## src/rtl/alu_cmd_sequencer.sv

```systemverilog
// ---------------------------------------------------------------------------
// alu_cmd_sequencer
//   Initiator side of the external alu_16bit. Accepts operation commands on a
//   valid/ready channel, drives the ALU control inputs, iterates on the ALU
//   for multi-cycle left shifts (shift right is done internally), registers
//   the result and flags, and returns them on a valid/ready response channel.
//
//   Optional build macro: ALU_CMD_STATS_EN adds saturating handshake counters
//   stat_cmd_cnt / stat_err_cnt. Without it the block has no stats ports.
//
// Ports
//   clk, rst_n                 clock, async active-low reset
//   cmd_valid / cmd_ready      command handshake (ready only while idle)
//   cmd_opcode, cmd_a, cmd_b   opcode 0..8 legal, 9..15 flagged as error
//   cmd_shamt                  shift amount for SLL/SRL
//   alu_a, alu_b, alu_carry_in, alu_bnegate, alu_op   to ALU
//   alu_result, alu_carry_out  from ALU (combinational, same cycle)
//   rsp_valid / rsp_ready      response handshake
//   rsp_result, rsp_carry, rsp_zero, rsp_ovf, rsp_err  response payload
//
// States
//   ST_IDLE  | waiting for a command, cmd_ready high
//   ST_EXEC  | single ALU cycle (or error pass-through for illegal opcodes)
//   ST_SHIFT | one shift step per cycle, r_cnt steps remaining
//   ST_RESP  | response held until rsp_ready
// ---------------------------------------------------------------------------
module alu_cmd_sequencer #(
    parameter int WIDTH   = 16,
    parameter int SHAMT_W = 4,
    parameter int STAT_W  = 16
) (
    input  logic               clk,
    input  logic               rst_n,
    input  logic               cmd_valid,
    output logic               cmd_ready,
    input  logic [3:0]         cmd_opcode,
    input  logic [WIDTH-1:0]   cmd_a,
    input  logic [WIDTH-1:0]   cmd_b,
    input  logic [SHAMT_W-1:0] cmd_shamt,
    output logic [WIDTH-1:0]   alu_a,
    output logic [WIDTH-1:0]   alu_b,
    output logic               alu_carry_in,
    output logic               alu_bnegate,
    output logic [2:0]         alu_op,
    input  logic [WIDTH-1:0]   alu_result,
    input  logic               alu_carry_out,
    output logic               rsp_valid,
    input  logic               rsp_ready,
    output logic [WIDTH-1:0]   rsp_result,
    output logic               rsp_carry,
    output logic               rsp_zero,
    output logic               rsp_ovf,
    output logic               rsp_err
`ifdef ALU_CMD_STATS_EN
    ,
    output logic [STAT_W-1:0]  stat_cmd_cnt,
    output logic [STAT_W-1:0]  stat_err_cnt
`endif
);

    localparam logic [3:0] OPC_AND = 4'd0;
    localparam logic [3:0] OPC_OR  = 4'd1;
    localparam logic [3:0] OPC_ADD = 4'd2;
    localparam logic [3:0] OPC_SUB = 4'd3;
    localparam logic [3:0] OPC_XOR = 4'd4;
    localparam logic [3:0] OPC_NOR = 4'd5;
    localparam logic [3:0] OPC_SLL = 4'd6;
    localparam logic [3:0] OPC_SRL = 4'd7;
    localparam logic [3:0] OPC_SLT = 4'd8;

    localparam logic [2:0] ALU_AND = 3'b000;
    localparam logic [2:0] ALU_OR  = 3'b001;
    localparam logic [2:0] ALU_ADD = 3'b010;
    localparam logic [2:0] ALU_XOR = 3'b011;
    localparam logic [2:0] ALU_NOR = 3'b100;

    typedef enum logic [1:0] {
        ST_IDLE,
        ST_EXEC,
        ST_SHIFT,
        ST_RESP
    } state_t;

    state_t r_state;
    state_t w_state_nxt;

    logic [3:0]         r_opc;
    logic [WIDTH-1:0]   r_a;      // operand a, doubles as shift accumulator
    logic [WIDTH-1:0]   r_b;
    logic [SHAMT_W-1:0] r_cnt;    // shift steps remaining
    logic [WIDTH-1:0]   r_res;
    logic               r_carry;
    logic               r_ovf;
    logic               r_err;

    logic [WIDTH-1:0]   w_alu_a;
    logic [WIDTH-1:0]   w_alu_b;
    logic [2:0]         w_alu_op;
    logic               w_alu_bneg;
    logic               w_alu_cin;

    logic               w_rsp_v;
    logic               w_last_step;
    logic [WIDTH-1:0]   w_acc_nxt;
    logic               w_carry_nxt;
    logic [WIDTH-1:0]   w_b_eff;
    logic               w_ovf_addsub;
    logic [WIDTH-1:0]   w_exec_res;
    logic               w_exec_carry;
    logic               w_exec_ovf;
    logic               w_exec_err;

    // ---------------- state register ----------------
    always_ff @(posedge clk or negedge rst_n) begin
        if (!rst_n) begin
            r_state <= ST_IDLE;
        end else begin
            r_state <= w_state_nxt;
        end
    end

    // ---------------- next state ----------------
    assign w_last_step = (r_cnt <= SHAMT_W'(1));

    always_comb begin
        w_state_nxt = r_state;
        case (r_state)
            ST_IDLE: begin
                if (cmd_valid) begin
                    if (cmd_opcode == OPC_SLL || cmd_opcode == OPC_SRL) begin
                        w_state_nxt = ST_SHIFT;
                    end else begin
                        w_state_nxt = ST_EXEC;
                    end
                end
            end
            ST_EXEC:  w_state_nxt = ST_RESP;
            ST_SHIFT: begin
                if (w_last_step) begin
                    w_state_nxt = ST_RESP;
                end
            end
            ST_RESP: begin
                if (rsp_ready) begin
                    w_state_nxt = ST_IDLE;
                end
            end
            default:  w_state_nxt = ST_IDLE;
        endcase
    end

    // ---------------- ALU drive ----------------
    // Everything stays at zero outside EXEC/SHIFT; illegal opcodes and SRL
    // never touch the ALU.
    always_comb begin
        w_alu_a    = '0;
        w_alu_b    = '0;
        w_alu_op   = ALU_AND;
        w_alu_bneg = 1'b0;
        w_alu_cin  = 1'b0;
        if (r_state == ST_EXEC) begin
            case (r_opc)
                OPC_AND: begin w_alu_a = r_a; w_alu_b = r_b; w_alu_op = ALU_AND; end
                OPC_OR:  begin w_alu_a = r_a; w_alu_b = r_b; w_alu_op = ALU_OR;  end
                OPC_ADD: begin w_alu_a = r_a; w_alu_b = r_b; w_alu_op = ALU_ADD; end
                OPC_XOR: begin w_alu_a = r_a; w_alu_b = r_b; w_alu_op = ALU_XOR; end
                OPC_NOR: begin w_alu_a = r_a; w_alu_b = r_b; w_alu_op = ALU_NOR; end
                OPC_SUB, OPC_SLT: begin
                    w_alu_a    = r_a;
                    w_alu_b    = r_b;
                    w_alu_op   = ALU_ADD;
                    w_alu_bneg = 1'b1;
                    w_alu_cin  = 1'b1;
                end
                default: ;
            endcase
        end else if (r_state == ST_SHIFT && r_opc == OPC_SLL) begin
            // acc + acc == acc << 1, carry-out is the bit shifted out
            w_alu_a  = r_a;
            w_alu_b  = r_a;
            w_alu_op = ALU_ADD;
        end
    end

    assign alu_a        = w_alu_a;
    assign alu_b        = w_alu_b;
    assign alu_op       = w_alu_op;
    assign alu_bnegate  = w_alu_bneg;
    assign alu_carry_in = w_alu_cin;

    // ---------------- EXEC result capture ----------------
    assign w_b_eff      = (r_opc == OPC_ADD) ? r_b : ~r_b;
    assign w_ovf_addsub = (r_a[WIDTH-1] == w_b_eff[WIDTH-1]) &&
                          (alu_result[WIDTH-1] != r_a[WIDTH-1]);

    always_comb begin
        w_exec_res   = alu_result;
        w_exec_carry = 1'b0;
        w_exec_ovf   = 1'b0;
        w_exec_err   = 1'b0;
        case (r_opc)
            OPC_AND, OPC_OR, OPC_XOR, OPC_NOR: ;
            OPC_ADD, OPC_SUB: begin
                w_exec_carry = alu_carry_out;
                w_exec_ovf   = w_ovf_addsub;
            end
            // sign of the difference corrected by overflow gives signed a<b
            OPC_SLT: w_exec_res = {{(WIDTH-1){1'b0}}, alu_result[WIDTH-1] ^ w_ovf_addsub};
            default: begin
                w_exec_res = '0;
                w_exec_err = 1'b1;
            end
        endcase
    end

    // ---------------- shift step ----------------
    // A zero shift amount still spends one SHIFT cycle and leaves acc alone.
    always_comb begin
        w_acc_nxt   = r_a;
        w_carry_nxt = r_carry;
        if (r_cnt != '0) begin
            if (r_opc == OPC_SLL) begin
                w_acc_nxt   = alu_result;
                w_carry_nxt = alu_carry_out;
            end else begin
                w_acc_nxt   = {1'b0, r_a[WIDTH-1:1]};
                w_carry_nxt = r_a[0];
            end
        end
    end

    // ---------------- datapath registers ----------------
    always_ff @(posedge clk or negedge rst_n) begin
        if (!rst_n) begin
            r_opc   <= '0;
            r_a     <= '0;
            r_b     <= '0;
            r_cnt   <= '0;
            r_res   <= '0;
            r_carry <= 1'b0;
            r_ovf   <= 1'b0;
            r_err   <= 1'b0;
        end else begin
            case (r_state)
                ST_IDLE: begin
                    if (cmd_valid) begin
                        r_opc   <= cmd_opcode;
                        r_a     <= cmd_a;
                        r_b     <= cmd_b;
                        r_cnt   <= cmd_shamt;
                        r_res   <= '0;
                        r_carry <= 1'b0;
                        r_ovf   <= 1'b0;
                        r_err   <= 1'b0;
                    end
                end
                ST_EXEC: begin
                    r_res   <= w_exec_res;
                    r_carry <= w_exec_carry;
                    r_ovf   <= w_exec_ovf;
                    r_err   <= w_exec_err;
                end
                ST_SHIFT: begin
                    r_a     <= w_acc_nxt;
                    r_carry <= w_carry_nxt;
                    if (r_cnt != '0) begin
                        r_cnt <= r_cnt - SHAMT_W'(1);
                    end
                    if (w_last_step) begin
                        r_res <= w_acc_nxt;
                    end
                end
                default: ;
            endcase
        end
    end

    // ---------------- handshake outputs ----------------
    // cmd_ready is qualified by rst_n so it stays low for the whole reset.
    assign cmd_ready  = rst_n && (r_state == ST_IDLE);
    assign w_rsp_v    = (r_state == ST_RESP);
    assign rsp_valid  = w_rsp_v;
    assign rsp_result = w_rsp_v ? r_res : '0;
    assign rsp_carry  = w_rsp_v && r_carry;
    assign rsp_ovf    = w_rsp_v && r_ovf;
    assign rsp_err    = w_rsp_v && r_err;
    assign rsp_zero   = w_rsp_v && !r_err && (r_res == '0);

`ifdef ALU_CMD_STATS_EN
    logic              w_rsp_hs;
    logic [STAT_W-1:0] r_stat_cmd;
    logic [STAT_W-1:0] r_stat_err;

    assign w_rsp_hs = rsp_valid && rsp_ready;

    always_ff @(posedge clk or negedge rst_n) begin
        if (!rst_n) begin
            r_stat_cmd <= '0;
            r_stat_err <= '0;
        end else if (w_rsp_hs) begin
            if (r_stat_cmd != '1) begin
                r_stat_cmd <= r_stat_cmd + STAT_W'(1);
            end
            if (r_err && r_stat_err != '1) begin
                r_stat_err <= r_stat_err + STAT_W'(1);
            end
        end
    end

    assign stat_cmd_cnt = r_stat_cmd;
    assign stat_err_cnt = r_stat_err;
`endif

endmodule

```

## config.mk

```make
export PLATFORM = sky130hd
export DESIGN_NAME = alu_cmd_sequencer
export DESIGN_NICKNAME = d
export VERILOG_FILES = /design/src/rtl/alu_cmd_sequencer.sv
export SDC_FILE = /design/constraint.sdc
export NUM_CORES = 1
export LEC_CHECK = 0
export CORE_MARGIN = 8
export CORE_UTILIZATION = 51
export DETAILED_ROUTE_END_ITERATION = 16
export GPL_TIMING_DRIVEN = 0
export PLACE_DENSITY = 0.86
export SLEW_MARGIN = 0
export SYNTH_ARGS = -nofsm -noshare
export SYNTH_HDL_FRONTEND = slang
export SYNTH_SLANG_ARGS = --single-unit
```

## constraint.sdc

```tcl
create_clock -name clk -period 6.8 [get_ports clk]
set_clock_uncertainty 0.05 [all_clocks]
set_input_delay 1.7 -clock clk [delete_from_list [all_inputs] [get_ports clk]]
set_output_delay 1.7 -clock clk [all_outputs]
set_load 0.005 [all_outputs]
```

======== Word-level counts from Yosys, hierarchy flattened ========
Index checks and enable logic that the tools add are counted.
W data, S select, Z words.
word-level totals
  register bits after elaboration ......... 61
  input bits .............................. 61
  word-level logic and storage cells ...... 97
  output and inout port bits .............. 59
operators by class
  equality and inequality tests ........... 18
  magnitude comparators ................... 1
  reduce and logical (&&, ||, !) cells .... 29
  mux-type cells .......................... 37
  bitwise operators ....................... 2
  add/subtract/negate cells ............... 1
operators by type and width
  operator              number
  $mux W16              12
  $pmux W16 S2          2
  $pmux W16 S3          1
  $eq A4 B3 Y1 const B  5
  $logic_not A16 Y1     1
  $not A16 Y16          1
  $pmux W3 S4           1
  $reduce_and A3 Y1     4
  $mux W2               5
  $eq A4 B2 Y1 const B  2
  $logic_and A1 B1 Y1   8
  $mux W1               8
  $mux W4               2
  $pmux W2 S4           1
  $pmux W4 S2           1
  $reduce_or A7 Y1      1
  $ne A2 B2 Y1 const B  3
  $reduce_and A2 Y1     3
  $reduce_or A6 Y1      1
  $eq A2 B2 Y1 const B  2
  $eq A4 B1 Y1 const B  1
  $eq A4 B4 Y1 const B  1
  $le A4 B1 Y1 const B  1
  $logic_not A4 Y1      1
  17 further kinds      20

======== Depth between registers and ports, before layout ========
Gate-level depths: netlist (run 1).
  word-level depth ........................ 7
  mapped depth ............................ 9
  mapped depth without buffers ............ 7

======== Worst setup path before layout (run 1) ========
Ideal clock, no wire load.
  kind .................................... input to output
  start point ............................. input port rst_n
  end point ............................... output port cmd_ready
  cell stages on the path ................. 1
  data arrival time ....................... 1843 ps
  path slack .............................. 3207 ps
  data required time ...................... 5050 ps
  path buffers ............................ 0
  cell sequence ........................... and2_1
on the way
  cells in the longest elaborated chain, start to end .. 1
RTL lines
  item                 line  source
  from (decl)          33    input logic rst_n,
  $logic_and A1 B1 Y1  280   assign cmd_ready = rst_n && (r_state == ST_IDLE);
  to (decl)            35    output logic cmd_ready,
No other way between the ends.

======== Final worst setup path (run 1) ========
Ends and elaborated chain as after synthesis.

==> summary.txt, run 1 <==
STA
  – Setup Viol. Count Final: 0
  – F_max: 0.205 GHz
  – Final slew viol count: 0
  – Post-layout minimum cycle time: 4.89 ns
  – Least-Margin Pin Slew: 0.905 ns
  – Fin Setup TNS: 0 ns
  – Period utilisation layout: 71.8%
  – WHS: 0.434 ns
  – Relative slew margins: 39.7%
  – Hold Fails Final Rpt: 0
  – RSZ-0062 raised after global routing: no

Floorplan
  – Core Rows: 32
  – Total core area: 7610 sq um
  – Chip width: 104 microns
  – Die height: 104 microns
  – IO Count: 120
  – Initial Utilization: 51.9%
  – Die area: 10800 sq um

Power and ir drop
  – Switching Fraction: 43.1%
  – Int Pwr: 0.00136 W
  – Switching power: 0.00103 W
  – Pwr Total: 0.00239 W
  – Seq pwr share: 28.4%
  – Leakage: 2.22 nW
  – Clock power share: 12.4%
  – Combinational power share: 59.3%
  – Maximum VDD drop: 0.250 mV
  – PD cells: 438 nW/um^2

Global routing
  – GRT Util Overall: 22.4%
  – Largest net degree at the start of global routing: 39
  – Wire length of the first global-routing pass: 19.8 mm
  – Remaining Overflow, GRT: 0
  – Vias in the first global route: 3814
  – Initial antenna violation count: 0

Logic synthesis
  – Mapped Cells: 416
  – Syn Area/Cell: 9.49 sq um
  – Synth top area cells: dfrtp_1 (39%), a22o_1 (6.9%), mux2_2 (5.7%)
  – Synth top area share: 38.7%
  – Post-synth ARST share: 100%
  – Synth cell types: 52
  – #FFs+latches synth: 61
  – Post-synth EDFFs: 0
  – Post-synthesis cell area: 3950 sq um
  – Syn_nets: 484
  – Post-synth top area cell: dfrtp_1
  – Top FF cell, synth: dfrtp_1
  – Yosys synthesis warning count: 0
  – Seq/Total Area, Yosys: 38.7%

Clock tree
  – Reg clk slew, reported paths: 0.07 ns
  – Clock sink total: 61
  – CTS Hold Bufs: 0
  – CTS H-tree depth: 3
  – Clk buf depth: 2
  – Clock Latency Late Sink: 0.34 ns
  – CTS resizes: 0
  – Cts bufs inserted: 9
  – Setup bufs post-CTS: 0
  – Root Buffer: clkbuf_8
  – CTS tree: done

Drt
  – Initial DRC Count: 258
  – 1st-pass router iterations: 6
  – Routed Antenna Nets: 0
  – DRC viols: 0
  – Vias per cell: 5.76
  – Routed via count: 3767
  – Drt total wl: 12.2 mm
  – Wire per inst: 18.7 microns

Worst setup path
  – Top delay family on crit path: buffers and inverters
  – Crit-path max cell delay: 0.68 ns
  – Worst path cell trace: buf_2 -> and2_1 -> clkdlybuf4s50_1
  – Crit path capture type: primary output
  – Worst path arrival time: 3.14 ns
  – Worst setup SP type: primary input
  – Worst R2R Path Depth: 8
  – Buffers and inverters on the worst path: 2
  – Slowest stage cell, crit path: buf_2
  – Critical path class: in2out
  – Critical-path maximum fanout: 38
  – Worst flop-to-flop path startpoint: r_state[0]$_DFFE_PN0P_
  – Reg-to-Reg End: r_a[13]$_DFFE_PN0P_
  – CP required: 5.05 ns
  – Worst reg2reg setup slack: 4.48 ns

Finish
  – Diodes inserted: 0
  – Layout cells sized above 1: 15.9%
  – Layout Nets: 615
  – Most frequent cells in the layout: clkdlybuf4s50_1 (118), dfrtp_1 (61), a22o_1 (31)
  – Synthesis-to-layout area growth: 38.5%
  – Final instance area: 5470 sq um
  – Fill count: 580
  – Most common cell after layout, fill and taps aside: clkdlybuf4s50_1
  – Non-Filler Instances: 654

Place
  – Inst Count DP: 638
  – Cell Area, Placed: 5290 sq um
  – Port Buffer Count: 119
  – Hpwl dp: 9.67 mm
  – GP Congestion: 0.873

Worst hold path
  – Worst Hold End: r_ovf$_DFFE_PN0P_
  – Hold path startpoint: r_ovf$_DFFE_PN0P_
  – Cells on Worst Hold Path: 2
  – Worst hold-check path type: reg2reg

Status
  – Status: finished clean

Run
  – Max Cap Viol: 0
==> through the flow <==
stage                     utilization [%]  setup WS (ns)
after global placement               69.2         0.0405
after global routing                 71.9           1.74
after floorplan                         -           3.21
after CTS                            71.9           1.87
final                                71.9           1.91
after detailed placement             69.5           1.86
==> worst reg2reg max path, cell delays in order, from the launching register on <==
cell and delay (ns):
dfrtp_1 0.42, inv_1 0.11, ha_1 0.16, buf_2 0.23, inv_1 0.20, o21a_1 0.29
a21oi_2 0.31, buf_2 0.30, o22a_1 0.19
==> worst max path at each step <==
stage               slack [ns]        end  cells after the start   from
floorplan                 3.21  cmd_ready                      1  rst_n
finish                    1.91  cmd_ready                      3  rst_n
global route              1.74  cmd_ready                      3  rst_n
detailed placement        1.86  cmd_ready                      3  rst_n
global placement          0.04  cmd_ready                      3  rst_n
CTS                       1.87  cmd_ready                      3  rst_n
==> synthesized netlist by cell type (8+ instances only) <==
cell and instances:
a211oi_2 11, o21ai_0 28, a22o_1 31, and2_4 11
o22a_1 15, o21ai_1 14, mux2_2 20, buf_2 8
nand2_1 28, inv_1 10, and2_1 28, nor2b_1 15
clkbuf_1 13, a21oi_1 26, dfrtp_1 61, nor2_1 27
==> final cells by class <==
cell class	count	area, sq um	area share [%]
Tap cell	102	128	2.33
Multi-Input combinational cell	311	2180	39.8
Sequential cell	61	1530	27.9
Timing Repair Buffer	120	1210	22.2
Clock inverter	4	22.5	0.412
Buffer	34	205	3.75
Clock buffer	12	155	2.84
Inverter	10	37.5	0.687
==> cell families after synthesis <==
logic type      share of synthesized area [%]
buf+inv                                  6.15
simple gates                             19.7
compound gates                           26.3
mux                                      6.47
flops                                    38.7
xor+xnor                                0.444
fa+ha+maj                                2.22
==> routing by layer <==
metal	GRT usage (%)	vias to the layer above	routed length, microns
li1	-	1760	-
met2	37.4	167	6100
met1	27.7	1825	5030
met3	5.39	15	919
met5	0	-	0
met4	7.86	0	155
==> sequential cells by signal, summed over array words and instances, names as in the netlist <==
name / flops
r_a: 16
r_b: 16
r_carry: 1
r_cnt: 4
r_err: 1
r_opc: 4
r_ovf: 1
r_res: 16
r_state: 2
==> power groups by stage <==
stage | combinational (W) | sequential [W] | clock, W
after floorplan | 0.000952 | 0.000620 | 0
after global placement | 0.00135 | 0.000668 | 0
after detailed placement | 0.00140 | 0.000680 | 0
after CTS | 0.00141 | 0.000673 | 0.000298
after global routing | 0.00154 | 0.000695 | 0.000311
final | 0.00142 | 0.000679 | 0.000296
Power figures use the tool's default switching activity.
==> inputs of run 2 (changes only) <==
CORE_UTILIZATION = 43   (was 51)
PLACE_DENSITY = 0.77   (was 0.86)
clock period = 4.2 ns   (was 6.8 ns; I/O delays follow)
==> summary.txt, run 2 (synthesis gave the netlist of run 1 again) <==
Worst setup path
  – Buffers and inverters on the worst path: 5
  – Crit path capture type: primary output
  – Reg-to-Reg End: r_a[15]$_DFFE_PN0P_
  – CP required: 3.10 ns
  – Top delay family on crit path: buffers and inverters
  – Worst path arrival time: 2.79 ns
  – Worst reg2reg setup slack: 1.87 ns
  – Slowest stage cell, crit path: clkdlybuf4s50_1
  – Worst R2R Path Depth: 8
  – Worst setup SP type: flip-flop
  – Worst path cell trace: inv_1 -> ha_1 -> clkbuf_1 -> nor2b_1 -> and2_4 -> buf_6 -> or2_4 -> buf_6 -> and2_4 -> clkdlybuf4s50_1
  – Worst flop-to-flop path startpoint: r_state[0]$_DFFE_PN0P_
  – Crit-path max cell delay: 0.46 ns
  – Critical-path maximum fanout: 10
  – Critical path class: reg2out

Global routing
  – Initial antenna violation count: 0
  – Wire length of the first global-routing pass: 19.4 mm
  – Remaining Overflow, GRT: 0
  – GRT Util Overall: 19.3%
  – Largest net degree at the start of global routing: 41
  – Vias in the first global route: 3838

Floorplan
  – Total core area: 9060 sq um
  – Core Rows: 35
  – Die area: 12500 sq um
  – Chip width: 112 microns
  – IO Count: 120
  – Initial Utilization: 43.5%
  – Die height: 112 microns

STA
  – Relative slew margins: 57.8%
  – Final Worst Setup Slack: 0.308 ns
  – Post-layout minimum cycle time: 3.89 ns
  – Least-Margin Pin Slew: 0.633 ns
  – F_max: 0.257 GHz
  – Fin Setup TNS: 0 ns
  – WHS: 0.449 ns
  – RSZ-0062 raised after global routing: no
  – Period utilisation layout: 92.7%
  – Final slew viol count: 0
  – Setup Viol. Count Final: 0
  – Hold Fails Final Rpt: 0

Power and ir drop
  – Int Pwr: 0.00227 W
  – Switching power: 0.00163 W
  – Switching Fraction: 41.9%
  – Maximum VDD drop: 0.315 mV
  – Leakage: 2.22 nW
  – PD cells: 710 nW/um^2
  – Clock power share: 13.5%
  – Combinational power share: 58.5%
  – Seq pwr share: 28.0%

Place
  – Inst Count DP: 647
  – Hpwl dp: 9.53 mm
  – Port Buffer Count: 119
  – Dpl ws: 0.686 ns
  – GP Congestion: 0.861
  – Cell Area, Placed: 5290 sq um

Drt
  – Initial DRC Count: 233
  – Wire per inst: 18.1 microns
  – Routed via count: 3640
  – 1st-pass router iterations: 6
  – Vias per cell: 5.50
  – DRC viols: 0
  – Drt total wl: 12.0 mm
  – Routed Antenna Nets: 0

Clock tree
  – CTS H-tree depth: 3
  – Cts bufs inserted: 9
  – Clk buf depth: 2
  – Clock Latency Late Sink: 0.34 ns
  – Setup bufs post-CTS: 0
  – CTS tree: done
  – CTS Hold Bufs: 0
  – Clock sink total: 61
  – Root Buffer: clkbuf_8
  – CTS resizes: 0
  – Reg clk slew, reported paths: 0.06 ns

Finish
  – Final instance area: 5490 sq um
  – Diodes inserted: 0
  – Most common cell after layout, fill and taps aside: clkdlybuf4s50_1
  – Most frequent cells in the layout: clkdlybuf4s50_1 (118), dfrtp_1 (61), a22o_1 (31)
  – Fill count: 807
  – Layout cells sized above 1: 15.4%
  – Synthesis-to-layout area growth: 39.0%
  – Layout Nets: 615
  – Top flop regs: r_a: 16 flops, r_b: 16 flops, r_res: 16 flops
  – Non-Filler Instances: 662

Status
  – Status: finished clean

Worst hold path
  – Cells on Worst Hold Path: 2
  – Hold path startpoint: r_ovf$_DFFE_PN0P_
  – Worst hold-check path type: reg2reg
  – Worst Hold End: r_ovf$_DFFE_PN0P_

Run
  – Max Cap Viol: 0
-- run 2: cell count changes in the layout (fill, tap and decap cells not counted) --
cell / change
clkbuf_1: +2
clkinv_2: -3
clkinvlp_4: -1
buf_16: -1
bufinv_16: +1
buf_12: +1
-- run 2: metrics by stage --
step | power [W] | utilization, %
2_1_floorplan | 0.00255 | -
3_5_place_dp | 0.00336 | 58.4
4_1_cts | 0.00389 | 60.5
6_report | 0.00390 | 60.5
3_3_place_gp | 0.00327 | 58.2
5_1_grt | 0.00418 | 60.5
-- run 2: worst reg2reg max path, stage by stage (launching register included) --
cell and delay, ns:
dfrtp_1 0.41, inv_1 0.12, ha_1 0.16, buf_2 0.21, inv_1 0.20, o21a_1 0.30, a21oi_2 0.34, buf_2 0.30
o22ai_1 0.10
-- run 2: cell type report --
| type | count | area, sq um | share of cell area (%) |
|---|---|---|---|
| multi-input cells | 311 | 2180 | 39.7 |
| clock inverters | 1 | 30.0 | 0.547 |
| plain buffers | 34 | 205 | 3.74 |
| well taps | 111 | 139 | 2.53 |
| flip-flops and latches | 61 | 1530 | 27.8 |
| inverters | 10 | 37.5 | 0.684 |
| repair buffers | 120 | 1210 | 22.0 |
| clock buffers | 14 | 163 | 2.97 |
-- run 2: worst max path at each step --
stage                            from  slack, ns         to  depth (start not counted)
5_1_grt        r_state[1]$_DFFE_PN0P_       0.16   alu_a[7]                         10
3_3_place_gp                    rst_n      -1.22  cmd_ready                          3
3_5_place_dp   r_state[1]$_DFFE_PN0P_       0.69   alu_a[7]                         10
2_1_floorplan  r_state[1]$_DFFE_PN0P_       1.38  alu_a[10]                          9
6_report       r_state[1]$_DFFE_PN0P_       0.31   alu_a[7]                         10
4_1_cts        r_state[1]$_DFFE_PN0P_       0.32   alu_a[7]                         10
-- run 2: power by group through the flow --
| stage | clock, W | combinational, W | sequential, W |
|---|---|---|---|
| floorplan | 0 | 0.00154 | 0.00100 |
| global placement | 0 | 0.00219 | 0.00108 |
| detailed placement | 0 | 0.00226 | 0.00110 |
| CTS | 0.000529 | 0.00227 | 0.00108 |
| global route | 0.000554 | 0.00251 | 0.00112 |
| finish | 0.000526 | 0.00228 | 0.00109 |
-- run 2: layer usage --
metal,share of wire (%),vias up,GRT usage (%)
met3,7.3,19,5.19
met5,0,-,0
met4,2.1,0,8.66
met1,42,1720,22.5
li1,-,1763,-
met2,48,138,32.6
